**config.mk**
```make
export PLATFORM = sky130hd
export DESIGN_NAME = portal_teleport_ctrl
export DESIGN_NICKNAME = d
export VERILOG_FILES = /design/src/rtl/portal_teleport_ctrl.sv
export SDC_FILE = /design/constraint.sdc
export NUM_CORES = 1
export LEC_CHECK = 0
export CAP_MARGIN = 5
export CORE_ASPECT_RATIO = 0.8
export CORE_MARGIN = 2
export CORE_UTILIZATION = 25
export CTS_CLUSTER_SIZE = 28
export DETAILED_ROUTE_END_ITERATION = 7
export PLACE_DENSITY_LB_ADDON = 0.1
export SLEW_MARGIN = 20
export SYNTH_ARGS = -nofsm -noshare
export SYNTH_HDL_FRONTEND = slang
export SYNTH_SLANG_ARGS = --single-unit
```
**constraint.sdc**
```tcl
create_clock -name clk -period 1.9 [get_ports clk]
set_input_delay 0.285 -clock clk [delete_from_list [all_inputs] [get_ports clk]]
set_output_delay 0.285 -clock clk [all_outputs]
set_load 0.02 [all_outputs]
```
**src/rtl/portal_teleport_ctrl.sv**
```systemverilog
// Portal teleport controller: latches per-frame ball/portal hits, issues a one-shot teleport
// command to the opposite portal, then ignores hits for a frame-counted cooldown. Macro: PORTAL_TELEPORT_COUNT_EN.
module portal_teleport_ctrl #(
   parameter int PORTAL_SIZE     = 32,
   parameter int BALL_SIZE       = 16,
   parameter int COOLDOWN_FRAMES = 30
) (
   input  logic               clk,
   input  logic               resetN,
   input  logic               startOfFrame,
   input  logic               collisionBlue,
   input  logic               collisionOrange,
   input  logic signed [10:0] topLeftXBlue,
   input  logic signed [10:0] topLeftYBlue,
   input  logic signed [10:0] topLeftXOrange,
   input  logic signed [10:0] topLeftYOrange,
   output logic               teleportValid,
   input  logic               teleportReady,
   output logic signed [10:0] teleportX,
   output logic signed [10:0] teleportY,
`ifdef PORTAL_TELEPORT_COUNT_EN
   output logic [7:0]         teleportCount,
`endif
   output logic               cooldownActive
);

   localparam logic signed [11:0] OFFSET  = 12'((PORTAL_SIZE - BALL_SIZE) / 2);
   localparam logic [7:0]         CD_LOAD = 8'(COOLDOWN_FRAMES);

   typedef enum logic [1:0] {IDLE, REQ, COOLDOWN} state_t;

   state_t             state, state_nxt;
   logic               hit_blue, hit_orange;
   logic               hit_blue_nxt, hit_orange_nxt;
   logic [7:0]         cnt, cnt_nxt;
   logic               load_dest, handshake;
   logic               any_blue, any_orange;
   logic signed [10:0] src_x, src_y;
   logic signed [10:0] exit_x, exit_y;

   // A strobe coinciding with startOfFrame still counts toward this frame's decision.
   assign any_blue   = hit_blue | collisionBlue;
   assign any_orange = hit_orange | collisionOrange;

   // Blue wins when both were hit, so the exit is orange in that case.
   assign src_x  = any_blue ? topLeftXOrange : topLeftXBlue;
   assign src_y  = any_blue ? topLeftYOrange : topLeftYBlue;
   assign exit_x = 11'(12'(src_x) + OFFSET);
   assign exit_y = 11'(12'(src_y) + OFFSET);

   always_comb begin
      state_nxt      = state;
      hit_blue_nxt   = 1'b0;
      hit_orange_nxt = 1'b0;
      cnt_nxt        = cnt;
      load_dest      = 1'b0;
      handshake      = 1'b0;
      case (state)
         IDLE: begin
            if (startOfFrame) begin
               if (any_blue || any_orange) begin
                  state_nxt = REQ;
                  load_dest = 1'b1;
               end
            end else begin
               hit_blue_nxt   = any_blue;
               hit_orange_nxt = any_orange;
            end
         end
         REQ: begin
            if (teleportReady) begin
               handshake = 1'b1;
               state_nxt = COOLDOWN;
               cnt_nxt   = CD_LOAD;
            end
         end
         COOLDOWN: begin
            if (startOfFrame) begin
               if (cnt <= 8'd1) begin
                  state_nxt = IDLE;
                  cnt_nxt   = 8'd0;
               end else begin
                  cnt_nxt = cnt - 8'd1;
               end
            end
         end
         default: state_nxt = IDLE;
      endcase
   end

   always_ff @(posedge clk or negedge resetN) begin
      if (!resetN) begin
         state      <= IDLE;
         hit_blue   <= 1'b0;
         hit_orange <= 1'b0;
         cnt        <= 8'd0;
         teleportX  <= '0;
         teleportY  <= '0;
      end else begin
         state      <= state_nxt;
         hit_blue   <= hit_blue_nxt;
         hit_orange <= hit_orange_nxt;
         cnt        <= cnt_nxt;
         if (load_dest) begin
            teleportX <= exit_x;
            teleportY <= exit_y;
         end
      end
   end

   assign teleportValid  = (state == REQ);
   assign cooldownActive = (state == COOLDOWN);

`ifdef PORTAL_TELEPORT_COUNT_EN
   always_ff @(posedge clk or negedge resetN) begin
      if (!resetN) begin
         teleportCount <= 8'd0;
      end else if (handshake && teleportCount != 8'hFF) begin
         teleportCount <= teleportCount + 8'd1;
      end
   end
`endif

endmodule
```
==> metrics.md, run 1 <==
| Metric | Value |
|---|---|
| Status | `complete, but fails checks` |
| Failing checks | `negative setup slack` |
| Multi-input gate area | `approximately 0.0013 mm^2` |
| Design Power | `3.93 mW` |
| Sequential Power Share | `0.306` |
| Vias post-DR | `between 2,000 and 2,500` |
| CTS tree | `done` |
| Num CTS Buffers | `5` |
| Mapped Cells | `approximately 220` |
| Core area | `between 0.008 and 0.009 mm^2` |
| Ratio of cells with drive above 1 in the final layout | `0.201` |
| Max Root-Sink Buffers | `2` |
| Final Hold Fails | `0` |
| Largest net degree at the start of global routing | `35` |
| Post-synthesis instance area | `about 0.0021 mm^2` |
| GRT Util Overall | `0.144` |
| PortBufs | `between 70 and 80` |
| Leak | `approximately 1.5 nW` |
| Proportion of synthesized area in mux cells | `0.0967` |
| Worst Tran Pin Value | `around 0.46 ns` |
| Net Switching | `1.46 mW` |
| Worst-path fanout max | `5` |
| Fraction of the mapped netlist area in adder cells | `0.0234` |
| Die outline height | `between 80 and 90 um` |
| Fin cells | `about 440` |
| Pre-CTS setup slack | `-0.380 ns` |
| Setup TNS | `-0.0369 ns` |
| Crit end category | `register` |
| Final Max Tran Viols | `0` |
| Pint | `2.47 mW` |
| Worst hold slack | `around 0.023 ns` |
| Vias in the first global route | `2,085` |
| Die area | `roughly 0.0093 mm^2` |
| Final period util | `1.01` |
| Final instance area | `~0.0034 mm^2` |
| Worst path required time | `2.07 ns` |
| Syn avg cell area | `between 9 and 10 um^2` |
| Post-DR vias/cell | `roughly 4.6` |
| Post-synthesis xor/xnor area fraction | `0.0410` |
| Placed cell areas | `roughly 0.0032 mm^2` |
| Post-synth ARST share | `1.00` |
| DRC violations left | `0` |
| Initial antenna violation count | `0` |
| Wirelength per Cell | `about 15 um` |
| Routability cong. | `approximately 0.8` |
| Sw frac | `0.372` |
| Clk_skew | `between 0.007 and 0.008 ns` |
| Hold Buf Count CTS | `0` |
| Main synth FF type | `dfrtp_1` |
| N_diodes | `0` |
| Power share of the combinational group | `0.526` |
| Final wirelength | `approximately 6400 um` |
| Synth Register Bits | `34` |
| Crit start category | `register` |
| Die width | `107 um` |
| Post-Syn Nets | `approximately 280` |
| Post-route ant nets | `0` |
| Synth Warn # | `0` |
| Fillers | `between 800 and 900` |
| TritonRoute pass-1 iters | `4` |
| Sink Count | `34` |
| Clk pin slew, worst setup/hold paths | `0.07 ns` |
| Clock tree root buffer cell | `clkbuf_8` |
| Kind of critical path | `reg -> reg` |
| Final number of setup-violating endpoints | `2` |
| Clock power frac | `0.169` |
| Peak supply drop | `about 0.52 mV` |
| Simple-Gate Fraction of Synth Area | `0.189` |
| Power density cells | `roughly 1200 mW/mm^2` |
| Synth cell types | `48` |
| Reg area | `852 um^2` |
| Relative slew slack | `0.692` |
| Starting Density | `0.254` |
| Area Overhead vs Synth | `60.2%` |
| DP HPWL | `roughly 4700 um` |
| Std cell rows | `30` |
| Fmax | `roughly 0.52 GHz` |
| Total number of H-tree levels | `2` |
| Inst Count DP | `423` |
| CP Data Arrival Time | `around 2.1 ns` |
| Most frequent cells in the layout | `69 x clkdlybuf4s50_1, 33 x dfrtp_1, 28 x nand2_1, 25 x buf_4, 21 x o21ai_0` |
| Max Cap Viol | `0` |
| Largest family of logic cells by synthesized area | `compound AO/OA/AOI/OAI gates` |
| HP Class | `in -> async` |
| Core Util, Final | `0.407` |
| Top Ports | `between 70 and 80` |
| DR iter-0 viols | `59` |
| Compound-cell area share of the yosys netlist | `0.210` |
| Register area share after synthesis | `0.398` |
| Worst skew pair latency | `0.29 ns` |
| Minimum clock period | `about 1.9 ns` |
| Unrepaired setup endpoints after global routing | `yes` |
| First-pass GRT wire length | `10,500 um` |
| Final worst setup slack | `-0.0186 ns` |
| # nets final | `around 380` |
| Gr ovfl total | `0` |
| EDFF count, synth | `0` |
| Commonest non-fill, non-tap cell in the layout | `clkdlybuf4s50_1` |
## layout make-up
cell class	count	share of cell area
Multi-Input combinational cell	172	0.369
Clock inverter	1	0.00878
Timing Repair Buffer	105	0.304
Tap cell	112	0.0410
Clock buffer	7	0.0223
Inverter	5	0.00549
Sequential cell	34	0.249
## per-layer routing
layer | GRT usage | wire (um) | vias up
met4 | 0.0396 | 56 | 0
li1 | - | - | 1024
met1 | 0.205 | 3230 | 914
met3 | 0.0361 | 425 | 4
met2 | 0.219 | 2730 | 67
met5 | 0 | 0 | -
## cells by family (layout without fill, tap and decap cells)
kind of cell,after synthesis,after routing
flip-flops,34,34
buffers and inverters,15,118
multiplexers,20,20
AND/OR/NAND/NOR,72,72
adder cells (fa/ha/maj),4,4
XOR/XNOR,10,10
AO/OA/AOI/OAI,66,66
## cell usage after synthesis (8+ instances only)
library cell | n | area share
xor2_1 | 8 | 0.033
mux2i_1 | 15 | 0.070
nor2_1 | 10 | 0.018
a21oi_1 | 10 | 0.023
o211ai_1 | 8 | 0.028
o21ai_0 | 26 | 0.061
dfrtp_1 | 34 | 0.40
nand2_1 | 29 | 0.051
## power by group through the flow
stage / registers (mW) / logic (mW) / clock network (mW)
5_1_grt: 1.24 / 2.27 / 0.721
2_1_floorplan: 1.46 / 0.736 / 0
6_report: 1.20 / 2.07 / 0.664
3_5_place_dp: 1.22 / 1.93 / 0
3_3_place_gp: 1.22 / 1.92 / 0
4_1_cts: 1.21 / 1.93 / 0.696
## state kept, by name, indices dropped and copies added, names as in the netlist
register	flops
teleportX	11
hit_blue	1
cnt	8
state	2
hit_orange	1
teleportY	11
## final timing paths
check                           depth (start not counted)         start             to  slack (ns)
worst max-delay path                                    6      hit_blue  teleportX[10]       -0.02
worst min-delay path                                    2        resetN   teleportY[3]        0.02
worst max register to register                          6      hit_blue  teleportX[10]       -0.02
worst min register to register                          2  teleportX[1]   teleportX[1]        0.48
max in group asynchronous                               2        resetN       hit_blue        1.51
min in group clk                                        2  teleportX[1]   teleportX[1]        0.48
## critical path, cell delays in order, from the launching register on
cell      delay (ns)
dfrtp_2         0.46
buf_4           0.18
or3b_4          0.38
a222oi_1        0.41
buf_4           0.20
a211o_2         0.12
nand3_1         0.06
## timing repair
action                     in CTS  in global routing
pin swaps                       0                  3
buffers inserted                0                  3
resized for setup               4                 24
setup endpoints to repair       6                 15
gates cloned                    0                  2
(Power assumes the default switching activity.)
==> run 2, diff against run 1 <==
Settings changed: SETUP_SLACK_MARGIN set to 0.05.
==> metrics.md, run 2 (synthesis results as in run 1) <==
| Metric | Value |
|---|---|
| Clk pin slew, worst setup/hold paths | `0.07 ns (about the same)` |
| Status | `complete, but fails checks` |
| N_diodes | `0 (unchanged)` |
| Crit end category | `register` |
| Fin cells | `437 (+0.23%)` |
| Worst Tran Pin Value | `0.463 ns (+0.000615 ns)` |
| # nets final | `378 (+0.27%)` |
| Fillers | `857 (+0.59%)` |
| Crit start category | `register` |
| Die width | `107 um (unchanged)` |
| Sink Count | `34 (unchanged)` |
| CTS tree | `done` |
| Routability cong. | `0.811 (+1.3%)` |
| Peak supply drop | `0.520 mV (-0.42%)` |
| Reg area | `851 um^2 (-0.15%)` |
| Worst skew pair latency | `0.28 ns (about the same)` |
| PortBufs | `73 (unchanged)` |
| Multi-input gate area | `0.00125 mm^2 (-0.79%)` |
| Core Util, Final | `0.404 (-0.00312)` |
| Ratio of cells with drive above 1 in the final layout | `0.197 (-0.00369)` |
| HP Class | `in -> async` |
| Max Cap Viol | `0 (unchanged)` |
| Vias in the first global route | `2,080 (-0.24%)` |
| Cell count of the worst reg-to-reg path | `7 (+1)` |
| Minimum clock period | `1.91 ns (-0.00619 ns)` |
| Final period util | `1.01 (-0.00326)` |
| Commonest non-fill, non-tap cell in the layout | `clkdlybuf4s50_1` |
| Wirelength per Cell | `14.6 um (-0.90%)` |
| Final Hold Fails | `0 (unchanged)` |
| Final number of setup-violating endpoints | `2 (unchanged)` |
| Worst-path fanout max | `7 (+2)` |
| Initial antenna violation count | `0 (unchanged)` |
| Final wirelength | `6400 um (-0.67%)` |
| Die outline height | `86.7 um (unchanged)` |
| Final Max Tran Viols | `0 (unchanged)` |
| Leak | `1.45 nW (-1.7%)` |
| DP HPWL | `4700 um (-0.89%)` |
| Max Root-Sink Buffers | `2 (unchanged)` |
| Final worst setup slack | `-0.0124 ns (+0.00619 ns)` |
| Largest net degree at the start of global routing | `35 (unchanged)` |
| Kind of critical path | `reg -> reg` |
| Hold Buf Count CTS | `0 (unchanged)` |
| Post-DR vias/cell | `4.72 (+2.4%)` |
| GRT Util Overall | `0.142 (-0.00235)` |
| Starting Density | `0.254 (unchanged)` |
| Worst path required time | `2.07 ns (about the same)` |
| Num CTS Buffers | `5 (unchanged)` |
| R2R Setup Slk | `-0.01 ns (about the same)` |
| Core area | `0.00841 mm^2 (unchanged)` |
| Unrepaired setup endpoints after global routing | `yes` |
| Clock tree root buffer cell | `clkbuf_8` |
| Std cell rows | `30 (unchanged)` |
| TritonRoute pass-1 iters | `5 (+1)` |
| Most frequent cells in the layout | `69 x clkdlybuf4s50_1, 34 x dfrtp_1, 28 x nand2_1, 24 x buf_4, 23 x o21ai_0` |
| Relative slew slack | `0.692 (about the same)` |
| DRC violations left | `0 (unchanged)` |
| Critical R2R Capture | `teleportX[10]` |
| Post-route ant nets | `0 (unchanged)` |
| Worst hold slack | `0.0353 ns (+0.0128 ns)` |
| Power density cells | `1120 mW/mm^2 (-2.4%)` |
| Total number of H-tree levels | `2 (unchanged)` |
| Area Overhead vs Synth | `58.9%` |
| Largest regs | `teleportX (11), teleportY (11), cnt (8)` |
| DR iter-0 viols | `64 (+8.5%)` |
| Fmax | `0.523 GHz (+0.32%)` |
| First-pass GRT wire length | `10,400 um (-0.98%)` |
| CP Data Arrival Time | `2.08 ns (about the same)` |
| Clk_skew | `0.00687 ns (-0.000940 ns)` |
| Die area | `0.00930 mm^2 (unchanged)` |
| FF-to-FF Start | `hit_blue` |
| Vias post-DR | `2,062 (+2.6%)` |
| Top Ports | `74 (unchanged)` |
| Failing checks | `negative setup slack` |
| Inst Count DP | `420 (-0.71%)` |
| Gr ovfl total | `0 (unchanged)` |
-- run 2: worst max-delay path, stage by stage, from the launching register on --
cell	delay, ns
dfrtp_1	0.41
buf_12	0.14
buf_6	0.13
or3b_4	0.39
a222oi_1	0.35
buf_4	0.20
a211o_2	0.12
nand3_1	0.06
-- run 2: worst max path at each step --
stage,start,endpoint,slack (ns),cells past startpoint
global placement,collisionBlue,teleportY[10],-0.40,7
detailed placement,collisionBlue,teleportY[10],-0.41,7
CTS,hit_blue,teleportY[10],-0.09,6
global route,hit_blue,teleportX[10],-0.08,7
finish,hit_blue,teleportX[10],-0.01,7
floorplan,hit_blue,teleportX[9],0.06,9
-- run 2: final cells by class --
class / instances / share of cell area
inverter: 5 / 0.00553
multi-input combinational: 172 / 0.369
sequential: 34 / 0.251
clock inverter: 1 / 0.00147
tap: 112 / 0.0413
clock buffer: 7 / 0.0254
timing repair buffer: 106 / 0.307
-- run 2: metrics by stage --
step                      worst slack (ns)  TNS [ns]  area, um^2  power [mW]
after floorplan                     0.0617         0        2170        2.21
after global placement              -0.398     -5.30        3150        3.15
after detailed placement            -0.415     -5.06        3150        3.14
after CTS                          -0.0875    -0.238        3350        3.85
after global routing               -0.0824    -0.607        3390        4.11
final                              -0.0124   -0.0155        3390        3.81
-- run 2: what timing repair did --
item | CTS | global route
pin swaps | 5 | 7
endpoints found under the setup margin | 19 | 21
buffers inserted | 6 | 2
resized for setup | 11 | 10
cloned | 1 | 0
-- run 2: power breakdown --
group	total, mW	internal [mW]	switching, mW
clock network	0.560	0.293	0.267
registers	1.21	1.00	0.203
logic	2.04	1.06	0.988
-- run 2: layer usage --
layer	global-route usage	vias to the layer above	routed length, um
met4	0.0303	0	25
met3	0.0346	2	403
li1	-	1030	-
met1	0.199	972	3160
met2	0.223	58	2810
met5	0	-	0
